$ cat src/rtl/vga_dither_out_if.sv
// vga_dither_out_if
//  Bundles the video stream from the generator with the pin-side outputs of the
//  VGA output stage. The generator side uses the master modport and the output
//  stage uses the slave modport.
//
//  Handshake: there is none. This is a free-running pixel stream. Every clock
//  carries one sample, and VGA_DE_IN marks the active pixels. The outputs follow
//  their inputs with a fixed 2-clock latency and never stall.
//
//  Signals
//   DITHER_EN     gen -> stage  1 = apply the dither mode, 0 = truncate
//   VGA_HSYNC_IN  gen -> stage  horizontal sync
//   VGA_VSYNC_IN  gen -> stage  vertical sync
//   VGA_DE_IN     gen -> stage  active pixel flag
//   RED/GREEN/BLUE_IN gen -> stage  IN_W-bit colour
//   VGA_HSYNC/VGA_VSYNC stage -> pins  registered syncs
//   VGA_RED/GREEN/BLUE  stage -> pins  OUT_W-bit dithered colour
interface vga_dither_out_if #(
    parameter int IN_W  = 8,
    parameter int OUT_W = 4
) ();
    logic             DITHER_EN;
    logic             VGA_HSYNC_IN;
    logic             VGA_VSYNC_IN;
    logic             VGA_DE_IN;
    logic [IN_W-1:0]  RED_IN;
    logic [IN_W-1:0]  GREEN_IN;
    logic [IN_W-1:0]  BLUE_IN;
    logic             VGA_HSYNC;
    logic             VGA_VSYNC;
    logic [OUT_W-1:0] VGA_RED;
    logic [OUT_W-1:0] VGA_GREEN;
    logic [OUT_W-1:0] VGA_BLUE;

    modport master (
        output DITHER_EN, VGA_HSYNC_IN, VGA_VSYNC_IN, VGA_DE_IN,
        output RED_IN, GREEN_IN, BLUE_IN,
        input  VGA_HSYNC, VGA_VSYNC, VGA_RED, VGA_GREEN, VGA_BLUE
    );

    modport slave (
        input  DITHER_EN, VGA_HSYNC_IN, VGA_VSYNC_IN, VGA_DE_IN,
        input  RED_IN, GREEN_IN, BLUE_IN,
        output VGA_HSYNC, VGA_VSYNC, VGA_RED, VGA_GREEN, VGA_BLUE
    );
endinterface

$ cat src/rtl/vga_dither_out.sv
// vga_dither_out
//  This is the VGA output stage. It reduces IN_W-bit colour channels to OUT_W-bit
//  DAC pins using ordered (Bayer) dithering, and it blanks colour outside the
//  active area. Syncs and colour share the same 2-clock latency.
//
//  Ports
//   CLK_25MHZ  in  pixel clock
//   RESET_N    in  asynchronous, active-low reset
//   vga        slave side of vga_dither_out_if (stream in, pins out)
//
//  Parameters: IN_W, OUT_W (OUT_W <= IN_W), DITHER (0 none, 1 2x2, 2 4x4),
//  and HSYNC_POL / VSYNC_POL (the active level of each sync).
module vga_dither_out #(
    parameter int IN_W      = 8,
    parameter int OUT_W     = 4,
    parameter int DITHER    = 2,
    parameter bit HSYNC_POL = 1'b0,
    parameter bit VSYNC_POL = 1'b0
) (
    input  logic           CLK_25MHZ,
    input  logic           RESET_N,
    vga_dither_out_if.slave vga
);

    localparam int D    = IN_W - OUT_W;
    localparam int LOGN = (DITHER == 2) ? 4 : 2;
    // The threshold is entry * 2^D / N. It is done as one shift, whose
    // direction depends on whether D reaches log2(N).
    localparam int SHL  = (D >= LOGN) ? (D - LOGN) : 0;
    localparam int SHR  = (D >= LOGN) ? 0 : (LOGN - D);

    generate
        if (OUT_W > IN_W) begin : g_bad_width
            $error("vga_dither_out: OUT_W must not exceed IN_W");
        end
    endgenerate

    function automatic logic [3:0] bayer4(input logic [1:0] y, input logic [1:0] x);
        logic [3:0] e;
        case ({y, x})
            4'd0:  e = 4'd0;   4'd1:  e = 4'd8;   4'd2:  e = 4'd2;   4'd3:  e = 4'd10;
            4'd4:  e = 4'd12;  4'd5:  e = 4'd4;   4'd6:  e = 4'd14;  4'd7:  e = 4'd6;
            4'd8:  e = 4'd3;   4'd9:  e = 4'd11;  4'd10: e = 4'd1;   4'd11: e = 4'd9;
            4'd12: e = 4'd15;  4'd13: e = 4'd7;   4'd14: e = 4'd13;  default: e = 4'd5;
        endcase
        return e;
    endfunction

    function automatic logic [3:0] bayer2(input logic y0, input logic x0);
        logic [3:0] e;
        case ({y0, x0})
            2'b00:   e = 4'd0;
            2'b01:   e = 4'd2;
            2'b10:   e = 4'd3;
            default: e = 4'd1;
        endcase
        return e;
    endfunction

    // When the carry bit is set, the result must pin to full scale rather
    // than wrap back to a dark value.
    function automatic logic [OUT_W-1:0] sat(input logic [IN_W:0] s);
        if (s[IN_W]) return '1;
        return s[IN_W-1:D];
    endfunction

    logic [1:0]       x_ph_q, x_ph_d;
    logic [1:0]       y_ph_q, y_ph_d;
    logic             de_s1_q, hs_s1_q, vs_s1_q;
    logic [IN_W:0]    r_s1_q, g_s1_q, b_s1_q;
    logic [IN_W:0]    r_s1_d, g_s1_d, b_s1_d;
    logic             hs_s2_q, vs_s2_q;
    logic [OUT_W-1:0] r_s2_q, g_s2_q, b_s2_q;
    logic [OUT_W-1:0] r_s2_d, g_s2_d, b_s2_d;
    logic [3:0]       entry;
    logic [IN_W:0]    thr;
    logic             vs_active;

    always_comb begin
        vs_active = (vga.VGA_VSYNC_IN == VSYNC_POL);

        // x_ph counts pixels within the active run, so every line starts at 0.
        x_ph_d = vga.VGA_DE_IN ? x_ph_q + 2'd1 : 2'd0;

        // y_ph advances at the end of each active run. Vsync holds it at 0,
        // which keeps the pattern frame-aligned.
        y_ph_d = y_ph_q;
        if (vs_active)
            y_ph_d = 2'd0;
        else if (de_s1_q && !vga.VGA_DE_IN)
            y_ph_d = y_ph_q + 2'd1;

        entry = 4'd0;
        if (DITHER == 2)
            entry = bayer4(y_ph_q, x_ph_q);
        else if (DITHER == 1)
            entry = bayer2(y_ph_q[0], x_ph_q[0]);

        thr = '0;
        if ((DITHER != 0) && vga.DITHER_EN && (D != 0))
            thr = ({{(IN_W-3){1'b0}}, entry} << SHL) >> SHR;

        r_s1_d = {1'b0, vga.RED_IN}   + thr;
        g_s1_d = {1'b0, vga.GREEN_IN} + thr;
        b_s1_d = {1'b0, vga.BLUE_IN}  + thr;

        r_s2_d = de_s1_q ? sat(r_s1_q) : '0;
        g_s2_d = de_s1_q ? sat(g_s1_q) : '0;
        b_s2_d = de_s1_q ? sat(b_s1_q) : '0;
    end

    always_ff @(posedge CLK_25MHZ or negedge RESET_N) begin
        if (!RESET_N) begin
            x_ph_q  <= 2'd0;
            y_ph_q  <= 2'd0;
            de_s1_q <= 1'b0;
            hs_s1_q <= ~HSYNC_POL;
            vs_s1_q <= ~VSYNC_POL;
            r_s1_q  <= '0;
            g_s1_q  <= '0;
            b_s1_q  <= '0;
            hs_s2_q <= ~HSYNC_POL;
            vs_s2_q <= ~VSYNC_POL;
            r_s2_q  <= '0;
            g_s2_q  <= '0;
            b_s2_q  <= '0;
        end else begin
            x_ph_q  <= x_ph_d;
            y_ph_q  <= y_ph_d;
            de_s1_q <= vga.VGA_DE_IN;
            hs_s1_q <= vga.VGA_HSYNC_IN;
            vs_s1_q <= vga.VGA_VSYNC_IN;
            r_s1_q  <= r_s1_d;
            g_s1_q  <= g_s1_d;
            b_s1_q  <= b_s1_d;
            hs_s2_q <= hs_s1_q;
            vs_s2_q <= vs_s1_q;
            r_s2_q  <= r_s2_d;
            g_s2_q  <= g_s2_d;
            b_s2_q  <= b_s2_d;
        end
    end

    assign vga.VGA_HSYNC = hs_s2_q;
    assign vga.VGA_VSYNC = vs_s2_q;
    assign vga.VGA_RED   = r_s2_q;
    assign vga.VGA_GREEN = g_s2_q;
    assign vga.VGA_BLUE  = b_s2_q;

endmodule
$ cat src/flat_wrapper.sv
// flat-port wrapper written by rule: the top's interface ports become plain ports
module vga_dither_out_flat 
#(
    parameter int IN_W      = 8,
    parameter int OUT_W     = 4,
    parameter int DITHER    = 2,
    parameter bit HSYNC_POL = 1'b0,
    parameter bit VSYNC_POL = 1'b0
)
  (CLK_25MHZ, RESET_N, vga_DITHER_EN, vga_VGA_HSYNC_IN, vga_VGA_VSYNC_IN, vga_VGA_DE_IN, vga_RED_IN, vga_GREEN_IN, vga_BLUE_IN, vga_VGA_HSYNC, vga_VGA_VSYNC, vga_VGA_RED, vga_VGA_GREEN, vga_VGA_BLUE);
  vga_dither_out_if #(.IN_W(IN_W), .OUT_W(OUT_W)) vga_i ();
  input  logic CLK_25MHZ;
  input  logic RESET_N;
  input wire logic [$bits(vga_i.DITHER_EN)-1:0] vga_DITHER_EN;
  input wire logic [$bits(vga_i.VGA_HSYNC_IN)-1:0] vga_VGA_HSYNC_IN;
  input wire logic [$bits(vga_i.VGA_VSYNC_IN)-1:0] vga_VGA_VSYNC_IN;
  input wire logic [$bits(vga_i.VGA_DE_IN)-1:0] vga_VGA_DE_IN;
  input wire logic [$bits(vga_i.RED_IN)-1:0] vga_RED_IN;
  input wire logic [$bits(vga_i.GREEN_IN)-1:0] vga_GREEN_IN;
  input wire logic [$bits(vga_i.BLUE_IN)-1:0] vga_BLUE_IN;
  output wire logic [$bits(vga_i.VGA_HSYNC)-1:0] vga_VGA_HSYNC;
  output wire logic [$bits(vga_i.VGA_VSYNC)-1:0] vga_VGA_VSYNC;
  output wire logic [$bits(vga_i.VGA_RED)-1:0] vga_VGA_RED;
  output wire logic [$bits(vga_i.VGA_GREEN)-1:0] vga_VGA_GREEN;
  output wire logic [$bits(vga_i.VGA_BLUE)-1:0] vga_VGA_BLUE;
  assign vga_i.DITHER_EN = vga_DITHER_EN;
  assign vga_i.VGA_HSYNC_IN = vga_VGA_HSYNC_IN;
  assign vga_i.VGA_VSYNC_IN = vga_VGA_VSYNC_IN;
  assign vga_i.VGA_DE_IN = vga_VGA_DE_IN;
  assign vga_i.RED_IN = vga_RED_IN;
  assign vga_i.GREEN_IN = vga_GREEN_IN;
  assign vga_i.BLUE_IN = vga_BLUE_IN;
  assign vga_VGA_HSYNC = vga_i.VGA_HSYNC;
  assign vga_VGA_VSYNC = vga_i.VGA_VSYNC;
  assign vga_VGA_RED = vga_i.VGA_RED;
  assign vga_VGA_GREEN = vga_i.VGA_GREEN;
  assign vga_VGA_BLUE = vga_i.VGA_BLUE;
  vga_dither_out #(.IN_W(IN_W), .OUT_W(OUT_W), .DITHER(DITHER), .HSYNC_POL(HSYNC_POL), .VSYNC_POL(VSYNC_POL)) u_core (.CLK_25MHZ(CLK_25MHZ), .RESET_N(RESET_N), .vga(vga_i));
endmodule
$ cat config.mk
export PLATFORM = sky130hd
export DESIGN_NAME = vga_dither_out_flat
export DESIGN_NICKNAME = d
export VERILOG_FILES = /design/src/rtl/vga_dither_out_if.sv /design/src/rtl/vga_dither_out.sv /design/src/flat_wrapper.sv
export SDC_FILE = /design/constraint.sdc
export NUM_CORES = 1
export LEC_CHECK = 0
export ABC_AREA = 1
export BUFFER_PORTS_ARGS = -buffer_cell sky130_fd_sc_hd__buf_4
export CAP_MARGIN = 10
export CORE_MARGIN = 3
export CORE_UTILIZATION = 25
export CTS_CLUSTER_SIZE = 24
export DETAILED_ROUTE_END_ITERATION = 12
export GPL_ROUTABILITY_DRIVEN = 0
export GPL_TIMING_DRIVEN = 0
export SLEW_MARGIN = 10
export SYNTH_ARGS = -nofsm -noshare
export SYNTH_HDL_FRONTEND = slang
export SYNTH_SLANG_ARGS = --single-unit
$ cat constraint.sdc
create_clock -name CLK_25MHZ -period 1.7 [get_ports CLK_25MHZ]
set_input_delay 0.34 -clock CLK_25MHZ [delete_from_list [all_inputs] [get_ports CLK_25MHZ]]
set_output_delay 0.34 -clock CLK_25MHZ [all_outputs]
set_load 0.1 [all_outputs]
**Yosys cells after proc, flatten, opt, wreduce, memory -nomap -nowiden**

Memories as Yosys holds them, arrays and structs flattened.
Index checks and enable logic that the tools add are counted.

- Register bits: 48
- ROM bits: 64
- Memories: 1

Memories:

| name | words | width | read ports | clocked after memory_dff | write ports | line | text |
|---|---|---|---|---|---|---|---|
| (no name shown) | 16 | 4 | 1 | 0 | 0 | vga_dither_out.sv:40 | `case ({y, x})` |

- Add/sub/neg operators: 5
- Reduce and logical (&&, ||, !) cells: 2
- Eq/ne operators: 1
- Multiplexer cells: 16

Operators by type and width:

| kind | number |
|---|---|
| $mux 4 | 10 |
| $add 8x9->9 | 3 |
| $mux 2 | 3 |
| $add 2x1->2 const B | 2 |
| $mux 1 | 3 |
| $ne 2x1->1 const B | 1 |
| $logic_and 1x1->1 | 1 |
| $logic_not 1->1 | 1 |

**Logic depth before layout (Yosys ltp)**

Gate-level depths: netlist (run 1).

- Word-level depth: 4
- Depth in mapped cells: 12

**Least setup slack after synthesis (run 1)**

Ideal clock, no wire load.

- Path kind: register to register
- Start point: register u_core.y_ph_q[0]
- End point: register u_core.b_s1_q[8]
- Cell stages (with the launch flop): 9
- Slack: 0.195 ns
- Setup time: 0.120 ns
- Required time: 1.580 ns
- Arrival time: 1.386 ns
- Period minus slack after synthesis: 1.505 ns
- Cells stage by stage: dfrtp_1 o21ai_0 a21oi_1 ha_1 nand2_1 inv_1 nand2_1 nand3_2 and3_1

- Word-level cells in the longest chain between the ends: 3

RTL lines:

| what | line | text |
|---|---|---|
| start, declared | vga_dither_out.sv:68 | `logic [1:0] y_ph_q, y_ph_d;` |
| start signal, assigned | vga_dither_out.sv:129 | `y_ph_q <= y_ph_d;` |
| $mem_v2 16x4 | - |  |
| $mux 4 | vga_dither_out.sv:100 | `if ((DITHER != 0) && vga.DITHER_EN && (D != 0))` |
| $add 8x9->9 | vga_dither_out.sv:105 | `b_s1_d = {1'b0, vga.BLUE_IN} + thr;` |
| via u_core.b_s1_d[8] | vga_dither_out.sv:71 | `logic [IN_W:0] r_s1_d, g_s1_d, b_s1_d;` |
| end signal, assigned | vga_dither_out.sv:135 | `b_s1_q <= b_s1_d;` |
| end, declared | vga_dither_out.sv:70 | `logic [IN_W:0] r_s1_q, g_s1_q, b_s1_q;` |

The timed path passes the listed nets, and every way through them passes these cells.
A chain may end at the register's enable or synchronous reset.

**Worst setup path in the final report (run 1)**

- Start point: register u_core.y_ph_q[0]
- End point: register u_core.r_s1_q[4]

- Word-level cells in the longest chain between the ends: 3

RTL lines:

| what | line | text |
|---|---|---|
| $mem_v2 16x4 | - |  |
| $mux 4 | vga_dither_out.sv:100 |  |
| $add 8x9->9 | vga_dither_out.sv:103 | `r_s1_d = {1'b0, vga.RED_IN} + thr;` |
| via u_core.r_s1_d[4] | vga_dither_out.sv:71 |  |
| end signal, assigned | vga_dither_out.sv:133 | `r_s1_q <= r_s1_d;` |
| end, declared | vga_dither_out.sv:70 |  |

The timed path passes the listed nets, and every way through them passes these cells.

==> impl_metrics.env, run 1 <==
export IMPL_final_common_cell="nand2_1"
export IMPL_critPathKind="flip-flop to flip-flop"
export IMPL_routed_via_count=1450
export IMPL_worst_slew_pin_slew_ns=0.479
export IMPL_min_period_ns=1.64
export IMPL_dieArea_sq_mm=0.00816
export IMPL_io_pins=44
export IMPL_synthDistinctLibCells=20
export IMPL_multiInputGateArea_sq_um=841
export IMPL_path_clk_slew_ns=0.07
export IMPL_end_kind="flip-flop"
export IMPL_syn_num_nets=259
export IMPL_initial_core_util_pct=26.0
export IMPL_grt_max_degree=37
export IMPL_synthXorXnorAreaFrac_pct=1.97
export IMPL_layout_common_cells="60 x nand2_1, 47 x buf_4, 37 x nor2_1"
export IMPL_clockBufferDepth=2
export IMPL_synth_top_family_by_area="simple AND/OR/NAND/NOR gates"
export IMPL_port_buffers=43
export IMPL_ys_seq_area_share_pct=50.9
export IMPL_die_w_um=90.4
export IMPL_timing_final_ws_setup_ns=0.0560
export IMPL_rsz0062_at_grt="yes"
export IMPL_pre_cts_ws_ns=-0.150
export IMPL_grt_pass1_vias=1379
export IMPL_finalNetCount=313
export IMPL_dpl_hpwl_um=2780
export IMPL_n_fill_cell=734
export IMPL_core_sq_mm=0.00683
export IMPL_grt_pass1_wl_um=6270
export IMPL_clock_latency_ns=0.28
export IMPL_worstPathArrival_ns=1.82
export IMPL_grt_util_all_layers_pct=9.56
export IMPL_via_per_inst=3.91
export IMPL_layout_cells_non_filler=371
export IMPL_yosys_area_top_type="dfrtp_1"
export IMPL_netlist_area_sq_mm=0.00178
export IMPL_max_freq_mhz=608
export IMPL_htreeDepth=2
export IMPL_numCtsBuffers=5
export IMPL_yosysTopAreaCellShare_pct=45.0
export IMPL_antenna_found_initial=0
export IMPL_fin_skew_ns=0.00539
export IMPL_synthAdderAreaFrac_pct=6.33
export IMPL_ys_top_cells_by_area="dfrtp_1 45%, nand2_1 14%, nor2_1 8.4%"
export IMPL_leakage_nw=1.30
export IMPL_cp_max_fo=5
export IMPL_drive_above_1_share_pct=28.0
export IMPL_synth_compound_area_share_pct=4.36
export IMPL_rows=30
export IMPL_hp_class="input port to asynchronous set/reset pin"
export IMPL_post_route_drc_count=0
export IMPL_status="complete, no violations"
export IMPL_wire_per_inst_um=9.96
export IMPL_setup_viol=0
export IMPL_synthCells=220
export IMPL_root_buffer="clkbuf_8"
export IMPL_crit_required_ns=1.87
export IMPL_cap_violations=0
export IMPL_fin_crit_sh_pct=96.7
export IMPL_dieHeight_um=90.4
export IMPL_cts_hold_buffers=0
export IMPL_cts_sinks=36
export IMPL_globalRoute_totalOverflow=0
export IMPL_hold_violations=0
export IMPL_ys_ff_latch=36
export IMPL_routed_wl_um=3700
export IMPL_cts_tree="done"
export IMPL_ir_drop_uv=268
export IMPL_start_kind="flip-flop"
export IMPL_dpl_cell_count=359
export IMPL_synthMuxAreaShare_pct=0
export IMPL_antennaDiodeCount=0
export IMPL_drt_pass1_iter_count=3
export IMPL_synthSimpleGateAreaFrac_pct=30.1
export IMPL_slew_headroom_pct=68.0
export IMPL_postRouteAntennaNets=0
export IMPL_ys_warn_count=0
export IMPL_syn_to_final_growth_pct=36.4
export IMPL_final_max_slew_violation_count=0
export IMPL_avgSynthCellArea_sq_um=8.09
export IMPL_power_density_mw_per_mm2=845
export IMPL_regArea_sq_um=910
export IMPL_drt_iter0_markers=56
export IMPL_utilization_pct=35.5
## flip-flops by register name, indices dropped and copies added, names as in the netlist
register / cells
u_core.b_s1_q: 5
u_core.g_s1_q: 5
u_core.r_s1_q: 5
u_core.vga.VGA_BLUE: 4
u_core.vga.VGA_GREEN: 4
u_core.vga.VGA_RED: 4
u_core.x_ph_q: 2
u_core.y_ph_q: 2
u_core.de_s1_q: 1
u_core.hs_s1_q: 1
u_core.vga.VGA_HSYNC: 1
u_core.vga.VGA_VSYNC: 1
u_core.vs_s1_q: 1
## layout make-up
class,count,share of cell area [%]
Multi-Input combinational cell,154,34.7
Clock buffer,8,3.71
Timing Repair Buffer,47,14.5
Inverter,29,4.49
Tap cell,96,4.95
Sequential cell,36,37.5
Buffer,1,0.155
## kinds of logic after synthesis
logic type      after synthesis
simple gates                127
flops                        36
fa+ha+maj                     9
compound gates               14
xor+xnor                      4
buf+inv                      30
## worst paths after layout
path,from,end,slack [ns],cells past startpoint
hold / removal,RESET_N,u_core.de_s1_q$_DFF_PN0_,0.002,1
setup reg to reg,u_core.y_ph_q[0]$_DFFE_PN0P_,u_core.r_s1_q[4]$_DFF_PN0_,0.06,8
max in group asynchronous,RESET_N,u_core.hs_s1_q$_DFF_PN1_,1.36,1
setup / recovery,u_core.y_ph_q[0]$_DFFE_PN0P_,u_core.r_s1_q[4]$_DFF_PN0_,0.06,8
hold reg to reg,u_core.hs_s1_q$_DFF_PN1_,u_core.vga.VGA_HSYNC$_DFF_PN1_,0.36,0
min in group CLK_25MHZ,vga_VGA_HSYNC_IN,u_core.hs_s1_q$_DFF_PN1_,0.16,1
## routing by layer
| layer | track usage [%] | vias to the layer above | part of all wire (%) |
|---|---|---|---|
| met1 | 11.2 | 628 | 46 |
| met5 | 0 | - | 0 |
| met4 | 4.97 | 0 | 2.3 |
| met3 | 2.92 | 5 | 5.4 |
| li1 | - | 788 | - |
| met2 | 15.7 | 29 | 46 |
## cell usage after synthesis (all sizes together)
| library cell | number |
|---|---|
| clkbuf | 1 |
| o21bai | 3 |
| nand3b | 3 |
| a21oi | 6 |
| inv | 29 |
| nor2 | 40 |
| xnor2 | 1 |
| xor2 | 3 |
| nand2 | 65 |
| nand4 | 2 |
| and3 | 1 |
| dfstp | 4 |
| and2 | 2 |
| ha | 9 |
| o21ai | 5 |
| nand3 | 14 |
| dfrtp | 32 |
## through the flow
step,TNS [ns],cell area (sq um),hold WS (ns),power (mW)
final,0,2430,0.00183,2.05
after global routing,-0.161,2430,0.0284,2.18
after CTS,0,2320,0.00868,2.04
after detailed placement,-1.29,2220,0.320,1.42
after global placement,-1.06,2220,0.320,1.41
after floorplan,0,1780,0.0444,1.26
## where the power goes
| group | switching (mW) | internal (mW) |
|---|---|---|
| combinational | 0.334 | 0.165 |
| clock | 0.280 | 0.330 |
| sequential | 0.0235 | 0.917 |
| total | 0.638 | 1.41 |
## worst max-delay path, cell delays in order, from the launching register on
cell and delay, ns:
dfrtp_2 0.44, o21ai_2 0.09, a21oi_4 0.25, ha_4 0.26, buf_4 0.13, a21oi_1 0.19, nand2_1 0.08, nand2_1 0.06
nand2_1 0.04
## what timing repair did
action | 4_1_cts | 5_1_grt
resized for setup | 3 | 16
endpoints found under the setup margin | 9 | 12
pin swaps | 0 | 3
setup buffers | 0 | 4
(Power assumes the default switching activity.)
==> inputs of run 2 (changes only) <==
==> constraint.sdc (replaced) <==
create_clock -name CLK_25MHZ -period 1.96 [get_ports CLK_25MHZ]
set_input_delay 0.392 -clock CLK_25MHZ [delete_from_list [all_inputs] [get_ports CLK_25MHZ]]
set_output_delay 0.392 -clock CLK_25MHZ [all_outputs]
set_load 0.1 [all_outputs]
==> run 2 against run 1 <==
Compared with the run above:
- flip-flop and latch count unchanged
- sequential share of layout area is 1.6 points higher
- register-to-register slack better by 0.21 ns
- global-route usage is the same
- worst hold slack better by 0.051 ns
- worst setup slack gained 0.21 ns
- clock-buffer cell count is the same
- critical path depth increased by 1
- non-clock buffer count down 4
- critical path type unchanged
- highest routed layer unchanged
==> impl_metrics.env, run 2 (synthesis gave the netlist of run 1 again) <==
export IMPL_status="complete, no violations"
export IMPL_max_freq_mhz=590
export IMPL_antenna_found_initial=0
export IMPL_port_buffers=43
export IMPL_path_clk_slew_ns=0.07
export IMPL_final_common_cell="nand2_1"
export IMPL_crit_required_ns=2.12
export IMPL_fin_skew_ns=0.00543
export IMPL_intPower_mw=1.20
export IMPL_via_per_inst=3.88
export IMPL_routed_wl_um=3560
export IMPL_antennaDiodeCount=0
export IMPL_ir_drop_uv=236
export IMPL_r2r_start="u_core.y_ph_q[1]$_DFFE_PN0P_"
export IMPL_seqPwrFrac_pct=46.8
export IMPL_clockBufferDepth=2
export IMPL_rsz0062_at_grt="no"
export IMPL_min_period_ns=1.69
export IMPL_fin_crit_sh_pct=86.4
export IMPL_dieArea_sq_mm=0.00816
export IMPL_setup_viol=0
export IMPL_drive_above_1_share_pct=21.4
export IMPL_grt_pass1_vias=1385
export IMPL_root_buffer="clkbuf_8"
export IMPL_start_kind="flip-flop"
export IMPL_postRouteAntennaNets=0
export IMPL_power_density_mw_per_mm2=751
export IMPL_dpl_hpwl_um=2780
export IMPL_drt_iter0_markers=59
export IMPL_htreeDepth=2
export IMPL_cap_violations=0
export IMPL_grt_pass1_wl_um=6270
export IMPL_numCtsBuffers=5
export IMPL_critPathKind="flip-flop to flip-flop"
export IMPL_utilization_pct=33.9
export IMPL_die_w_um=90.4
export IMPL_routed_via_count=1424
export IMPL_top_regs="u_core.b_s1_q: 5 flops, u_core.g_s1_q: 5 flops, u_core.r_s1_q: 5 flops"
export IMPL_hold_violations=0
export IMPL_end_kind="flip-flop"
export IMPL_slew_headroom_pct=68.3
export IMPL_grt_util_all_layers_pct=9.56
export IMPL_r2r_end="u_core.r_s1_q[5]$_DFF_PN0_"
export IMPL_timing_final_ws_setup_ns=0.266
export IMPL_fin_setup_tns_ns=0
export IMPL_combPwrFrac_pct=22.9
export IMPL_cts_sinks=36
export IMPL_hp_class="input port to asynchronous set/reset pin"
export IMPL_r2r_slack_ns=0.27
export IMPL_power_switching_mw=0.536
export IMPL_leakage_nw=1.28
export IMPL_drt_pass1_iter_count=3
export IMPL_dieHeight_um=90.4
export IMPL_layout_common_cells="64 x nand2_1, 43 x buf_4, 40 x nor2_1"
export IMPL_final_max_slew_violation_count=0
export IMPL_core_sq_mm=0.00683
export IMPL_worstPathArrival_ns=1.86
export IMPL_wire_per_inst_um=9.69
export IMPL_clock_latency_ns=0.28
export IMPL_finalNetCount=309
export IMPL_syn_to_final_growth_pct=30.2
export IMPL_rr_worst_depth=9
export IMPL_initial_core_util_pct=26.0
export IMPL_pwr_share_clk_pct=30.3
export IMPL_pre_cts_ws_ns=0.0582
export IMPL_rows=30
export IMPL_switching_share_pct=30.8
export IMPL_worst_slew_pin_slew_ns=0.476
export IMPL_startpoint="u_core.y_ph_q[1]$_DFFE_PN0P_"
export IMPL_endpoint="u_core.r_s1_q[5]$_DFF_PN0_"
export IMPL_grt_max_degree=37
export IMPL_post_route_drc_count=0
export IMPL_cts_tree="done"
export IMPL_cp_max_fo=7
export IMPL_globalRoute_totalOverflow=0
export IMPL_io_pins=44
-- run 2: worst min path at each step --
stage | startpoint | endpoint | slack [ns] | cells after the start
after detailed placement | u_core.hs_s1_q$_DFF_PN1_ | u_core.vga.VGA_HSYNC$_DFF_PN1_ | 0.35 | 0
after floorplan | RESET_N | u_core.b_s1_q[4]$_DFF_PN0_ | 0.1 | 0
final | RESET_N | u_core.de_s1_q$_DFF_PN0_ | 0.05 | 1
after global placement | u_core.vs_s1_q$_DFF_PN1_ | u_core.vga.VGA_VSYNC$_DFF_PN1_ | 0.35 | 0
after global routing | RESET_N | u_core.vga.VGA_RED[2]$_DFF_PN0_ | 0.08 | 1
after CTS | RESET_N | u_core.de_s1_q$_DFF_PN0_ | 0.06 | 1
-- run 2: power by group through the flow --
stage               sequential [mW]  combinational (mW)  clock (mW)
global placement              0.827               0.397           0
finish                        0.814               0.398       0.527
global route                  0.820               0.439       0.590
detailed placement            0.827               0.401           0
CTS                           0.814               0.402       0.552
floorplan                     0.969               0.124           0
-- run 2: what timing repair did --
item	in CTS	in global routing
setup endpoints to repair	0	9
resized for setup	0	2
hold buffers	0	0
setup buffers	0	0
-- run 2: through the flow --
| step | power (mW) | hold WS [ns] | area, sq um | std cells |
|---|---|---|---|---|
| 3_3_place_gp | 1.22 | 0.346 | 2220 | 359 |
| 4_1_cts | 1.77 | 0.0607 | 2310 | 367 |
| 2_1_floorplan | 1.09 | 0.0964 | 1780 | 220 |
| 5_1_grt | 1.85 | 0.0804 | 2320 | 367 |
| 3_5_place_dp | 1.23 | 0.348 | 2220 | 359 |
| 6_report | 1.74 | 0.0526 | 2320 | 367 |
-- run 2: final cells by class --
class                           count  area (sq um)
Multi-Input combinational cell    154           764
Timing Repair Buffer               43           323
Clock buffer                        8          90.1
Fill cell                         745          4520
Buffer                              1          3.75
Inverter                           29           109
Sequential cell                    36           906
Tap cell                           96           120
-- run 2: metal layers --
metal	global-route usage, %	wire [um]
met5	0	0
met3	2.92	198
met2	15.9	1620
met1	11.1	1660
met4	4.97	76
-- run 2: critical path: stages (launching register included) --
cell     delay (ns)
dfrtp_1        0.46
nand2_1        0.09
nand2_1        0.05
nor2_1         0.23
ha_1           0.31
nand2_1        0.09
nor2_1         0.04
nand2_1        0.06
nand3_2        0.10
xor2_1         0.16
==> inputs of run 3 (changes only) <==
--- a/config.mk
+++ b/config.mk
@@ -8,12 +8,15 @@
 export ABC_AREA = 1
 export BUFFER_PORTS_ARGS = -buffer_cell sky130_fd_sc_hd__buf_4
 export CAP_MARGIN = 10
+export CELL_PAD_IN_SITES_DETAIL_PLACEMENT = 1
+export CELL_PAD_IN_SITES_GLOBAL_PLACEMENT = 1
 export CORE_MARGIN = 3
 export CORE_UTILIZATION = 25
 export CTS_CLUSTER_SIZE = 24
 export DETAILED_ROUTE_END_ITERATION = 12
 export GPL_ROUTABILITY_DRIVEN = 0
 export GPL_TIMING_DRIVEN = 0
+export PLACE_DENSITY_LB_ADDON = 0.1
 export SLEW_MARGIN = 10
 export SYNTH_ARGS = -nofsm -noshare
 export SYNTH_HDL_FRONTEND = slang
==> run 3 against run 2 <==
Compared with the run above:
- sequential share of layout area is essentially flat
- combinational power is essentially flat
- global-route usage grew 0.87 points
- highest routed layer unchanged
==> impl_metrics.env, run 3 (synthesis gave the netlist of run 1 again) <==
export IMPL_routed_wl_um=3890
export IMPL_end_kind="flip-flop"
export IMPL_postRouteAntennaNets=0
export IMPL_fin_crit_sh_pct=89.2
export IMPL_cp_slowest_cell="dfrtp_1"
export IMPL_grt_pass1_wl_um=6890
export IMPL_hold_slack_ns=0.0533
export IMPL_grt_util_all_layers_pct=10.4
export IMPL_antenna_found_initial=0
export IMPL_leakage_nw=1.28
export IMPL_antennaDiodeCount=0
export IMPL_slowest_delay_ns=0.43
export IMPL_final_max_slew_violation_count=0
export IMPL_syn_to_final_growth_pct=30.2
export IMPL_fin_skew_ns=0.00524
export IMPL_seqPwrFrac_pct=46.8
export IMPL_hold_violations=0
export IMPL_setup_viol=0
export IMPL_power_switching_mw=0.539
export IMPL_r2r_start="u_core.x_ph_q[0]$_DFF_PN0_"
export IMPL_switching_share_pct=30.9
export IMPL_intPower_mw=1.20
export IMPL_cp_max_fo=4
export IMPL_worst_path_stages=8
export IMPL_grtUsageMet2_pct=16.2
export IMPL_finalNetCount=309
export IMPL_pwr_share_clk_pct=30.2
export IMPL_r2r_slack_ns=0.21
export IMPL_critical_path_buf_inv_count=1
export IMPL_path_cells="o21ai_1 -> a21oi_2 -> ha_1 -> nand2_1 -> inv_1 -> nand2_1 -> nand3_2 -> and3_1"
export IMPL_status="complete, no violations"
export IMPL_layout_common_cells="64 x nand2_1, 43 x buf_4, 40 x nor2_1"
export IMPL_wire_per_inst_um=10.6
export IMPL_worst_slew_pin_slew_ns=0.470
export IMPL_dpl_hpwl_um=3150
export IMPL_critPathKind="flip-flop to flip-flop"
export IMPL_busiest_layer="met2"
export IMPL_cts_sinks=36
export IMPL_n_fill_cell=872
export IMPL_clock_latency_ns=0.28
export IMPL_numCtsBuffers=5
export IMPL_dieHeight_um=90.4
export IMPL_rsz0062_at_grt="no"
export IMPL_dieArea_sq_mm=0.00816
export IMPL_crit_family="simple AND/OR/NAND/NOR gates"
export IMPL_regArea_sq_um=907
export IMPL_die_w_um=90.4
export IMPL_cts_tree="done"
export IMPL_htreeDepth=2
export IMPL_ir_drop_uv=261
export IMPL_rows=30
export IMPL_initial_core_util_pct=26.0
export IMPL_path_clk_slew_ns=0.07
export IMPL_globalRoute_totalOverflow=0
export IMPL_drt_iter0_markers=17
export IMPL_root_buffer="clkbuf_8"
export IMPL_clockBufferDepth=2
export IMPL_worstPathArrival_ns=1.92
export IMPL_max_freq_mhz=572
export IMPL_r2r_end="u_core.b_s1_q[8]$_DFF_PN0_"
export IMPL_combPwrFrac_pct=23.0
export IMPL_top_regs="u_core.b_s1_q: 5 flops, u_core.g_s1_q: 5 flops, u_core.r_s1_q: 5 flops"
export IMPL_drt_pass1_iter_count=4
export IMPL_post_cts_setup_buffer_count=0
export IMPL_timing_final_ws_setup_ns=0.212
export IMPL_start_kind="flip-flop"
export IMPL_multiInputGateArea_sq_um=764
export IMPL_final_common_cell="nand2_1"
export IMPL_port_buffers=43
export IMPL_power_density_mw_per_mm2=752
export IMPL_routed_via_count=1480
export IMPL_drive_above_1_share_pct=21.8
export IMPL_grt_max_degree=37
export IMPL_rr_worst_depth=8
export IMPL_io_pins=44
export IMPL_post_route_drc_count=0
export IMPL_pre_cts_ws_ns=-0.113
export IMPL_grtUsageMet3_pct=3.17
export IMPL_hp_class="input port to asynchronous set/reset pin"
export IMPL_min_period_ns=1.75
export IMPL_via_per_inst=4.03
export IMPL_cap_violations=0
export IMPL_slew_headroom_pct=68.6
export IMPL_crit_required_ns=2.13
export IMPL_core_sq_mm=0.00683
export IMPL_path_common_cell="nand2_1"
export IMPL_use_met1_pct=13.7
export IMPL_grt_pass1_vias=1481
## run 3: worst max path at each step
stage | startpoint | slack (ns) | end
after global placement | vga_DITHER_EN | -0.12 | u_core.g_s1_q[5]$_DFF_PN0_
final | u_core.x_ph_q[0]$_DFF_PN0_ | 0.21 | u_core.b_s1_q[8]$_DFF_PN0_
after detailed placement | vga_DITHER_EN | -0.11 | u_core.b_s1_q[8]$_DFF_PN0_
after global routing | u_core.x_ph_q[0]$_DFF_PN0_ | 0.01 | u_core.b_s1_q[5]$_DFF_PN0_
after floorplan | u_core.y_ph_q[0]$_DFFE_PN0P_ | 0.45 | u_core.b_s1_q[8]$_DFF_PN0_
after CTS | u_core.y_ph_q[0]$_DFFE_PN0P_ | 0.12 | u_core.b_s1_q[8]$_DFF_PN0_
## run 3: worst reg2reg max path, cell delays in order, from the launching register on
cell     delay [ns]
dfrtp_1        0.43
o21ai_1        0.10
a21oi_2        0.27
ha_1           0.32
nand2_1        0.13
inv_1          0.05
nand2_1        0.07
nand3_2        0.11
and3_1         0.17
## run 3: through the flow
stage	cells	setup TNS [ns]	total power [mW]	utilization, %	area (sq um)
finish	367	0	1.74	33.9	2320
global route	367	0	1.85	33.9	2320
CTS	367	0	1.78	33.9	2320
detailed placement	359	-0.882	1.24	32.5	2220
global placement	359	-0.996	1.23	32.5	2220
floorplan	220	0	1.09	-	1780
## run 3: layout make-up
cell class                      instances  share of cell area, %
Tap cell                               96                   5.18
Buffer                                  1                  0.162
Clock buffer                            8                   3.89
Sequential cell                        36                   39.1
Timing Repair Buffer                   43                   13.9
Inverter                               29                   4.70
Multi-Input combinational cell        154                   33.0
## run 3: routing by layer
metal / vias to the layer above / share of wire, %
met5: - / 0
li1: 779 / -
met4: 0 / 1.4
met1: 664 / 48
met2: 33 / 45
met3: 4 / 5.4
## run 3: power by group through the flow
stage	registers, mW	logic, mW	clock network [mW]
finish	0.815	0.401	0.526
global route	0.821	0.448	0.584
CTS	0.815	0.411	0.554
detailed placement	0.828	0.409	0
global placement	0.828	0.407	0
floorplan	0.969	0.124	0
## run 3: repair_timing
action / in CTS / in global routing
endpoints found under the setup margin: 8 / 9
resized for setup: 1 / 2
hold buffers: 0 / 0
